===== src/rtl/bcd_calc_core.sv =====
// Keypad-driven BCD calculator engine: multi-digit operand entry and chained
// sign-magnitude add/subtract, one BCD digit per clock, with a registered display.
module bcd_calc_core #(
  parameter int         DIGITS  = 4,
  parameter logic [3:0] KEY_ADD = 4'hA,
  parameter logic [3:0] KEY_SUB = 4'hB,
  parameter logic [3:0] KEY_CLR = 4'hC,
  parameter logic [3:0] KEY_EQ  = 4'hE,
  parameter logic [3:0] KEY_BS  = 4'hF
) (
  input  logic                clk,
  input  logic                reset,
  input  logic [3:0]          num,
  input  logic                keyPressed,
  output logic [4*DIGITS-1:0] disp_bcd,
  output logic [DIGITS-1:0]   disp_blank,
  output logic                neg,
  output logic                err,
  output logic                busy
);
  localparam int W  = 4 * DIGITS;
  localparam int CW = $clog2(DIGITS + 1);

  typedef enum logic [2:0] {ENTER_A, OP_WAIT, ENTER_B, COMPUTE, SHOW, ERROR} state_t;

  state_t          state_q, state_d;
  logic [W-1:0]    a_q, a_d, b_q, b_d, res_q, res_d;
  logic [CW-1:0]   cnt_a_q, cnt_a_d, cnt_b_q, cnt_b_d, cyc_q, cyc_d;
  logic            sa_q, sa_d, op_q, op_d, next_op_q, next_op_d, chain_q, chain_d;
  logic            eff_sub_q, eff_sub_d, rsign_q, rsign_d, carry_q, carry_d;
  logic            kp_prev_q, kp_prev_d;
  logic [W-1:0]    disp_bcd_q, disp_bcd_d;
  logic [DIGITS-1:0] disp_blank_q, disp_blank_d;
  logic            neg_q, neg_d, err_q, err_d, busy_q, busy_d;

  logic            key_ev, is_dig, is_op, is_eq, is_bs, is_clr, swap, eff_sub;
  logic [4:0]      step;
  logic [W-1:0]    res_nxt;

  function automatic logic [DIGITS-1:0] blank_mask(input logic [W-1:0] v);
    logic hi_zero;
    blank_mask = '0;
    hi_zero    = 1'b1;
    for (int i = DIGITS - 1; i > 0; i--) begin
      hi_zero       = hi_zero & (v[4*i +: 4] == 4'd0);
      blank_mask[i] = hi_zero;
    end
  endfunction

  function automatic logic [CW-1:0] sig_count(input logic [W-1:0] v);
    sig_count = '0;
    for (int i = 0; i < DIGITS; i++)
      if (v[4*i +: 4] != 4'd0) sig_count = CW'(i + 1);
  endfunction

  // Returns {carry/borrow out, result digit}; for subtract x >= y overall is guaranteed.
  function automatic logic [4:0] bcd_step(input logic [3:0] x, input logic [3:0] y,
                                          input logic cin, input logic sub);
    logic [4:0] t;
    if (!sub) begin
      t = {1'b0, x} + {1'b0, y} + {4'd0, cin};
      bcd_step = (t > 5'd9) ? {1'b1, 4'(t + 5'd6)} : {1'b0, t[3:0]};
    end else begin
      t = {1'b0, x} - {1'b0, y} - {4'd0, cin};
      bcd_step = t[4] ? {1'b1, 4'(t + 5'd10)} : {1'b0, t[3:0]};
    end
  endfunction

  function automatic void enter_digit(input logic [W-1:0] v, input logic [CW-1:0] c,
                                      input logic [3:0] d,
                                      output logic [W-1:0] v_o, output logic [CW-1:0] c_o);
    v_o = v;
    c_o = c;
    if (c != CW'(DIGITS) && !(d == 4'd0 && v == '0)) begin
      v_o = {v[W-5:0], d};
      c_o = c + 1'b1;
    end
  endfunction

  function automatic void back_space(input logic [W-1:0] v, input logic [CW-1:0] c,
                                     output logic [W-1:0] v_o, output logic [CW-1:0] c_o);
    v_o = v;
    c_o = c;
    if (c != '0) begin
      v_o = v >> 4;
      c_o = c - 1'b1;
    end
  endfunction

  always_comb begin
    state_d = state_q;  a_d = a_q;  b_d = b_q;  res_d = res_q;
    cnt_a_d = cnt_a_q;  cnt_b_d = cnt_b_q;  cyc_d = cyc_q;
    sa_d = sa_q;  op_d = op_q;  next_op_d = next_op_q;  chain_d = chain_q;
    eff_sub_d = eff_sub_q;  rsign_d = rsign_q;  carry_d = carry_q;
    disp_bcd_d = disp_bcd_q;  disp_blank_d = disp_blank_q;  neg_d = neg_q;
    kp_prev_d = keyPressed;
    swap = 1'b0;  eff_sub = 1'b0;  step = '0;  res_nxt = '0;

    key_ev = keyPressed & ~kp_prev_q;
    is_dig = key_ev && (num <= 4'd9);
    is_op  = key_ev && (num == KEY_ADD || num == KEY_SUB);
    is_eq  = key_ev && (num == KEY_EQ);
    is_bs  = key_ev && (num == KEY_BS);
    is_clr = key_ev && (num == KEY_CLR);

    if (is_clr) begin
      state_d = ENTER_A;  a_d = '0;  b_d = '0;  sa_d = 1'b0;  op_d = 1'b0;
      cnt_a_d = '0;  cnt_b_d = '0;  cyc_d = '0;  chain_d = 1'b0;  carry_d = 1'b0;
    end else begin
      case (state_q)
        ENTER_A: begin
          if (is_dig)     enter_digit(a_q, cnt_a_q, num, a_d, cnt_a_d);
          else if (is_bs) back_space(a_q, cnt_a_q, a_d, cnt_a_d);
          else if (is_op) begin
            op_d    = (num == KEY_SUB);
            state_d = OP_WAIT;
          end
        end
        OP_WAIT: begin
          if (is_dig) begin
            enter_digit('0, '0, num, b_d, cnt_b_d);
            state_d = ENTER_B;
          end else if (is_op) begin
            op_d = (num == KEY_SUB);
          end else if (is_eq) begin
            b_d = '0;  cnt_b_d = '0;  chain_d = 1'b0;  cyc_d = '0;
            state_d = COMPUTE;
          end
        end
        ENTER_B: begin
          if (is_dig)     enter_digit(b_q, cnt_b_q, num, b_d, cnt_b_d);
          else if (is_bs) back_space(b_q, cnt_b_q, b_d, cnt_b_d);
          else if (is_eq || is_op) begin
            chain_d   = is_op;
            next_op_d = (num == KEY_SUB);
            cyc_d     = '0;
            state_d   = COMPUTE;
          end
        end
        COMPUTE: begin
          if (cyc_q == '0) begin
            // Order operands so the digit loop always works on larger - smaller.
            eff_sub   = op_q ^ sa_q;
            swap      = (a_q < b_q);
            eff_sub_d = eff_sub;
            rsign_d   = eff_sub ? (sa_q ^ swap) : sa_q;
            if (eff_sub && swap) begin
              a_d = b_q;
              b_d = a_q;
            end
            carry_d = 1'b0;
            res_d   = '0;
            cyc_d   = cyc_q + 1'b1;
          end else begin
            step    = bcd_step(a_q[3:0], b_q[3:0], carry_q, eff_sub_q);
            res_nxt = {step[3:0], res_q[W-1:4]};
            a_d     = a_q >> 4;
            b_d     = b_q >> 4;
            carry_d = step[4];
            res_d   = res_nxt;
            cyc_d   = cyc_q + 1'b1;
            if (cyc_q == CW'(DIGITS)) begin
              cyc_d = '0;
              if (step[4] && !eff_sub_q) begin
                state_d = ERROR;
              end else begin
                a_d     = res_nxt;
                cnt_a_d = sig_count(res_nxt);
                sa_d    = (res_nxt != '0) & rsign_q;
                if (chain_q) begin
                  op_d    = next_op_q;
                  state_d = OP_WAIT;
                end else begin
                  state_d = SHOW;
                end
              end
            end
          end
        end
        SHOW: begin
          if (is_dig) begin
            enter_digit('0, '0, num, a_d, cnt_a_d);
            sa_d    = 1'b0;
            state_d = ENTER_A;
          end else if (is_op) begin
            op_d    = (num == KEY_SUB);
            state_d = OP_WAIT;
          end
        end
        default: ;
      endcase
    end

    // Display follows the next state so it updates on the same edge as the FSM.
    case (state_d)
      ERROR: begin
        disp_bcd_d = '0;  disp_blank_d = '1;  neg_d = 1'b0;
      end
      COMPUTE: ;
      ENTER_B: begin
        disp_bcd_d = b_d;  disp_blank_d = blank_mask(b_d);  neg_d = 1'b0;
      end
      default: begin
        disp_bcd_d = a_d;  disp_blank_d = blank_mask(a_d);  neg_d = sa_d;
      end
    endcase
    err_d  = (state_d == ERROR);
    busy_d = (state_d == COMPUTE);
  end

  always_ff @(posedge clk or negedge reset) begin
    if (!reset) begin
      state_q <= ENTER_A;  a_q <= '0;  b_q <= '0;  res_q <= '0;
      cnt_a_q <= '0;  cnt_b_q <= '0;  cyc_q <= '0;
      sa_q <= 1'b0;  op_q <= 1'b0;  next_op_q <= 1'b0;  chain_q <= 1'b0;
      eff_sub_q <= 1'b0;  rsign_q <= 1'b0;  carry_q <= 1'b0;  kp_prev_q <= 1'b0;
      disp_bcd_q <= '0;  disp_blank_q <= {{(DIGITS-1){1'b1}}, 1'b0};
      neg_q <= 1'b0;  err_q <= 1'b0;  busy_q <= 1'b0;
    end else begin
      state_q <= state_d;  a_q <= a_d;  b_q <= b_d;  res_q <= res_d;
      cnt_a_q <= cnt_a_d;  cnt_b_q <= cnt_b_d;  cyc_q <= cyc_d;
      sa_q <= sa_d;  op_q <= op_d;  next_op_q <= next_op_d;  chain_q <= chain_d;
      eff_sub_q <= eff_sub_d;  rsign_q <= rsign_d;  carry_q <= carry_d;  kp_prev_q <= kp_prev_d;
      disp_bcd_q <= disp_bcd_d;  disp_blank_q <= disp_blank_d;
      neg_q <= neg_d;  err_q <= err_d;  busy_q <= busy_d;
    end
  end

  assign disp_bcd   = disp_bcd_q;
  assign disp_blank = disp_blank_q;
  assign neg        = neg_q;
  assign err        = err_q;
  assign busy       = busy_q;
endmodule


===== config.mk =====
export PLATFORM = sky130hd
export DESIGN_NAME = bcd_calc_core
export DESIGN_NICKNAME = d
export VERILOG_FILES = /design/src/rtl/bcd_calc_core.sv
export SDC_FILE = /design/constraint.sdc
export NUM_CORES = 1
export LEC_CHECK = 0
export ABC_AREA = 1
export CAP_MARGIN = 20
export CELL_PAD_IN_SITES_DETAIL_PLACEMENT = 1
export CELL_PAD_IN_SITES_GLOBAL_PLACEMENT = 1
export CORE_ASPECT_RATIO = 0.9
export CORE_MARGIN = 1.5
export CORE_UTILIZATION = 45
export DETAILED_ROUTE_END_ITERATION = 7
export PLACE_DENSITY_LB_ADDON = 0.08
export SLEW_MARGIN = 10
export SYNTH_ARGS = -nofsm -noshare
export SYNTH_HDL_FRONTEND = slang
export SYNTH_SLANG_ARGS = --single-unit
export TNS_END_PERCENT = 100

===== constraint.sdc =====
create_clock -name clk -period 4.55 [get_ports clk]
set_clock_uncertainty 0.15 [all_clocks]
set_input_delay 0.91 -clock clk [delete_from_list [all_inputs] [get_ports clk]]
set_output_delay 0.91 -clock clk [all_outputs]
set_load 0.01 [all_outputs]

== Yosys cells after proc, flatten, opt, wreduce, memory -nomap -nowiden ==
Cells that the tools add are included.

* Reductions and logical operators: 49
* Divide/modulo/power cells: 0
* Equality and inequality tests: 37
* $mul: 0
* Magnitude comparators: 3
* Multiplexer cells: 109
* $add $sub $neg: 11
* Shift operators: 0
* Bitwise operators: 12

{| class="wikitable"
|+ Operator list
! cell !! number
|-
| $mux W16 || 21
|-
| $pmux W16 S3 || 3
|-
| $mux W3 || 42
|-
| $ne A3 B3 Y1 const B || 15
|-
| $logic_not A16 Y1 || 2
|-
| $ne A4 B4 Y1 const B || 8
|-
| $mux W5 || 6
|-
| $logic_not A4 Y1 || 7
|-
| $reduce_bool A4 Y1 || 7
|-
| $mux W1 || 27
|-
| $eq A4 B4 Y1 const B || 5
|-
| $pmux W3 S3 || 2
|-
| $lt A16 B16 Y1 || 1
|-
| $reduce_and A8 Y1 || 2
|-
| $reduce_bool A16 Y1 || 1
|-
| $pmux W3 S5 || 1
|-
| $reduce_and A7 Y1 || 2
|-
| $eq A3 B2 Y1 const B || 4
|-
| $pmux W4 S3 || 1
|-
| $logic_and A1 B1 Y1 || 11
|-
| $add A3 B1 Y3 const B || 3
|-
| $eq A3 B3 Y1 const B || 3
|-
| $reduce_bool A3 Y1 || 3
|-
| $and A1 B1 Y1 || 6
|-
| other kinds (26) || 38
|}

* Word-level logic and storage cells: 241
* Memory bits (writable): 0
* Register bits after elaboration: 91
* Memories kept: 0
* Output and inout port bits: 23
* ROM bits: 0
* Latch bits: 0

== Logic depth before layout (Yosys ltp) ==
* Depth after elaboration: 18
* Gate-level depth with buffers: 24
* Depth with buffers taken out: 24

== Least setup slack after synthesis ==
OpenSTA, ideal clock, no wires.

* Kind: register to register
* Start: register a_q[0]
* End: register disp_bcd_q[2] (netlist: disp_bcd[2])
* Cell stages (with the launch flop): 21
* Arrival: 2.963 ns
* Required time: 4.277 ns
* Slack: 1.314 ns
* Library setup time: 0.123 ns
* Period minus slack after synthesis: 3.236 ns
* Buffers on the path: 2
* Path through: dfrtp_1 fa_1 fa_1 inv_1 ha_1 inv_1 nor2_1 a21oi_2 nand3_2 nand2_4 nand2_4 buf_8 nand2_8 buf_12 inv_2 nand2_1 nand3_1 nand3_1 a31oi_2 a21oi_1 a21oi_2

{| class="wikitable"
|+ RTL lines
! element !! RTL line !! text
|-
| from (decl) || 27 || <nowiki>logic [W-1:0] a_q, a_d, b_q, b_d, res_q, res_d;</nowiki>
|-
| from (signal assigned) || 213 || <nowiki>state_q <= ENTER_A; a_q <= '0; b_q <= '0; res_q <= '0;</nowiki>
|-
| from (signal assigned) || 220 || <nowiki>state_q <= state_d; a_q <= a_d; b_q <= b_d; res_q <= res_d;</nowiki>
|-
| $add A4 B4 Y5 || 61 || <nowiki>t = {1'b0, x} + {1'b0, y} + {4'd0, cin};</nowiki>
|-
| $add A5 B1 Y5 || 61 ||
|-
| $gt A5 B4 Y1 || 62 || <nowiki>bcd_step = (t > 5'd9) ? {1'b1, 4'(t + 5'd6)} : {1'b0, t[3:0]};</nowiki>
|-
| $mux W5 || 62 ||
|-
| $mux W5 || 60 || <nowiki>if (!sub) begin</nowiki>
|-
| $mux W5 || 141 || <nowiki>if (cyc_q == '0) begin</nowiki>
|-
| $mux W5 || 110 || <nowiki>case (state_q)</nowiki>
|-
| $mux W5 || 106 || <nowiki>if (is_clr) begin</nowiki>
|-
| $logic_and A1 B1 Y1 || 164 || <nowiki>if (step[4] && !eff_sub_q) begin</nowiki>
|-
| $mux W16 || 164 ||
|-
| $mux W16 || 162 || <nowiki>if (cyc_q == CW'(DIGITS)) begin</nowiki>
|-
| $mux W16 || 141 ||
|-
| $pmux W16 S3 * || 110 ||
|-
| $mux W16 * || 106 ||
|-
| via a_d[2] || 27 ||
|-
| $pmux W16 S3 * || 195 || <nowiki>case (state_d)</nowiki>
|-
| to (signal assigned) || 224 || <nowiki>disp_bcd_q <= disp_bcd_d; disp_blank_q <= disp_blank_d;</nowiki>
|-
| to (decl) || 32 || <nowiki>logic [W-1:0] disp_bcd_q, disp_bcd_d;</nowiki>
|}

The timed path passes the listed nets; every way through them passes the cells marked *. The select of a mux whose other input is x is not followed.
A chain may end at the register's enable or synchronous reset.

== Worst setup path after layout ==
* Start: register a_q[0]
* End: register disp_blank_q[1] (netlist: disp_blank[1])

* Longest elaborated chain between the ends: 18

{| class="wikitable"
|+ RTL lines
! element !! RTL line !! text
|-
| $add A4 B4 Y5 || 61 ||
|-
| $add A5 B1 Y5 || 61 ||
|-
| $gt A5 B4 Y1 || 62 ||
|-
| $mux W5 || 62 ||
|-
| $mux W5 || 60 ||
|-
| $mux W5 || 141 ||
|-
| $mux W5 || 110 ||
|-
| $mux W5 || 106 ||
|-
| $logic_and A1 B1 Y1 || 164 ||
|-
| $mux W16 || 164 ||
|-
| $mux W16 || 162 ||
|-
| $mux W16 || 141 ||
|-
| $pmux W16 S3 || 110 ||
|-
| $mux W16 || 106 ||
|-
| $logic_not A4 Y1 || 45 || <nowiki>hi_zero = hi_zero & (v[4*i +: 4] == 4'd0);</nowiki>
|-
| $and A1 B1 Y1 (2 in series) || 45 ||
|-
| $pmux W4 S3 || 195 ||
|-
| to (signal assigned) || 224 ||
|-
| to (decl) || 33 || <nowiki>logic [DIGITS-1:0] disp_blank_q, disp_blank_d;</nowiki>
|}

Parallel ways exist; a longest one is shown, timed or not. The select of a mux whose other input is x is not followed.

==> key figures <==
Global routing
  • Remaining global-route overflow: 0
  • GRT Util Overall: 0.377
  • Pin count of the biggest net entering global routing: 62
  • First-pass GRT wire length: 53.8 mm
  • Initial antenna violation count: 2
  • Vias in the first global route: 8,964

Route
  • Routed WL per cell: 23.4 um
  • Final ANT Viol Nets: 0
  • Routed wire length: 35.2 mm
  • DR iter-0 viols: 1,001
  • First-pass detailed-route iteration total: 5
  • DR vias/cell: 6.05
  • Vias after detailed routing: 9,110
  • Remaining DRCs: 0

Clock network
  • CTS Hold Buffers Added: 0
  • Longest Clk Path Bufs: 2
  • CTS tree: yes
  • CTS buffer count: 9
  • Worst-Skew Late Latency: 370 ps
  • Clk root buf: clkbuf_16
  • Htree depth: 3
  • Post_cts resized: 0
  • Worst-path clk slew: 70 ps
  • Postcts setup bufs: 0
  • Clock Sinks: 87

STA
  • Final min period: 4060 ps
  • Setup Total Neg Slack: 0 ps
  • RSZ-0062 raised after global routing: false
  • Slew margin rel.: 0.290
  • Fmax: 0.246 GHz
  • Final hold viol count: 0
  • Final max-slew violation count: 0
  • Pin slew with the least headroom to its limit: 1060 ps
  • Fin crit share: 0.893
  • Setup violators final: 0

Floorplanning
  • Core area: 0.0177 sq mm
  • DIE AREA: 0.0190 sq mm
  • Die Width: 145 um
  • I/O pin count: 30
  • # rows: 46
  • Die Ht: 131 um
  • Starting density of the core: 0.461

Logic synthesis
  • EDFF count, synth: 0
  • Syn. warnings: 0
  • Syn_area_per_cell: 6.55 sq um
  • Mapped Cells: 1,248
  • Seq/Total Area, Yosys: 0.267
  • Yosys top cell area share: 0.257
  • Synth Flop Type: dfrtp_1
  • Count of cell types in the netlist: 56
  • Area leader, netlist: dfrtp_1
  • Ranking of synthesized cells by area: dfrtp_1 26%, nand2_1 14%, inv_1 7.2%
  • Mapped cell area: 0.00817 sq mm
  • Register bit total from synthesis: 87
  • Post-synthesis net count: 1,290
  • Async S/R FF share, synth: 1.00

Critical path
  • Crit path arrival time: 4220 ps
  • CP startpoint: a_q[0]$_DFF_PN0_
  • Worst Setup Start Kind: register
  • Crit end category: register
  • Critical Path RT: 4710 ps
  • Reg2reg start: a_q[0]$_DFF_PN0_
  • CP max FO: 19
  • Critical path class: register to register

Cells and area
  • Layout cell share with drive strength beyond 1: 0.107
  • Layout area overhead: 9.61%
  • Fillers: 2,435
  • Nets@finish: 1,303

Place
  • HPWL after detailed placement: 26.7 mm
  • GP Congestion: 0.985
  • Port Buffers: 29

Job
  • Max-capacitance violation count: 0

Min path
  • Worst Hold Launch: disp_blank[3]$_DFFE_PN1N_
  • Worst min path class: register to register

Status
  • Outcome: complete, no violations
[final cells by class]
type | count | area, sq um | share of cell area
well taps | 240 | 300 | 0.0335
diodes | 1 | 2.50 | 0.000279
flip-flops and latches | 87 | 2180 | 0.243
inverters | 176 | 669 | 0.0747
multi-input cells | 926 | 4980 | 0.556
clock buffers | 11 | 253 | 0.0282
repair buffers | 61 | 536 | 0.0598
clock inverters | 5 | 38.8 | 0.00433
[path summary, 6_finish.rpt]
kind / depth (start not counted) / slack [ps] / end
worst max-delay path: 21 / 490 / disp_blank[1]$_DFFE_PN1N_
worst min-delay path: 2 / 360 / disp_blank[3]$_DFFE_PN1N_
worst max register to register: 21 / 490 / disp_blank[1]$_DFFE_PN1N_
worst min register to register: 2 / 360 / disp_blank[3]$_DFFE_PN1N_
max in group asynchronous: 2 / 2820 / disp_blank[3]$_DFFE_PN1N_
min in group asynchronous: 1 / 490 / cyc_q[1]$_DFFE_PN0P_
[Yosys cell counts, types with 12 or more instances]
master / count
nand4_1: 26
ha_1: 29
a21oi_1: 96
inv_1: 156
dfrtp_1: 84
nand2_2: 12
nand2_1: 315
a31oi_1: 21
o21ai_0: 87
o211ai_1: 21
nand3_1: 113
inv_2: 14
clkbuf_1: 12
buf_2: 29
nor2_1: 86
[per-layer routing]
layer	global-route usage	wire length (um)	vias to the layer above	share of wire
met5	0	0	-	0
met3	0.0955	3510	88	0.10
li1	-	-	4143	-
met1	0.509	15400	4468	0.44
met4	0.165	1430	0	0.041
met2	0.575	14900	411	0.42
[placed cells by master (no fill, tap or decap), types with 7 or more instances in the layout]
master and instances:
nand2_1 315, inv_1 156, nand3_1 113, a21oi_1 96, o21ai_0 87, nor2_1 85
dfrtp_1 84, buf_4 32, ha_1 29, clkdlybuf4s50_1 28, nand4_1 26, o211ai_1 21
a31oi_1 21, inv_2 14, nand2_2 12, nor2_2 12, a21oi_2 11, o22ai_1 11
o21ai_1 9, clkbuf_16 9, nand3_2 8, nand2_4 7
[registers in the layout (all words and copies together), names as in the netlist, 3 cells and up]
name        flops
a_q            16
b_q            16
disp_bcd       16
res_q          12
disp_blank      4
cnt_a_q         3
cnt_b_q         3
cyc_q           3
state_q         3
[critical path, stage by stage (launching register included)]
cell     delay, ps
dfrtp_1        520
inv_1          260
ha_1           270
inv_1           60
nand2_1         50
nand2_1         50
nand2_1         80
nand2_1        100
nand2_1         60
nand2_1        100
nand2_2        290
nand3_2        420
inv_1          250
nand2_1        110
nand3_1         60
nand3_1        190
nand2_1         70
nand2_1         70
nand2_1         80
nor2_1         470
nand3_2        140
a21oi_2        150
[logic make-up (layout without fill, tap and decap cells)]
kind of cell,Yosys count,in the layout,share of synthesized area
and+or+nand+nor,603,603,0.342
buffers and inverters,235,253,0.124
adders and majority gates,35,35,0.0591
AOI/OAI and AO/OA,279,279,0.198
other,0,1,0
xor gates and xnor gates,9,9,0.00964
DFF,87,87,0.267
[metrics by stage]
stage / instance area (sq um) / hold slack (ps) / util / worst slack [ps] / cells
after CTS: 8940 / 361 / 0.504 / 527 / 1505
final: 8960 / 359 / 0.505 / 486 / 1507
after detailed placement: 8650 / 338 / 0.488 / 453 / 1489
after global routing: 8960 / 389 / 0.505 / 215 / 1506
after floorplan: 8170 / 303 / - / 1310 / 1248
after global placement: 8650 / 323 / 0.488 / 517 / 1489
Power is left out: the tool's default activity adds up to more than one toggle a clock period on the data nets, which glitch-free logic cannot reach.
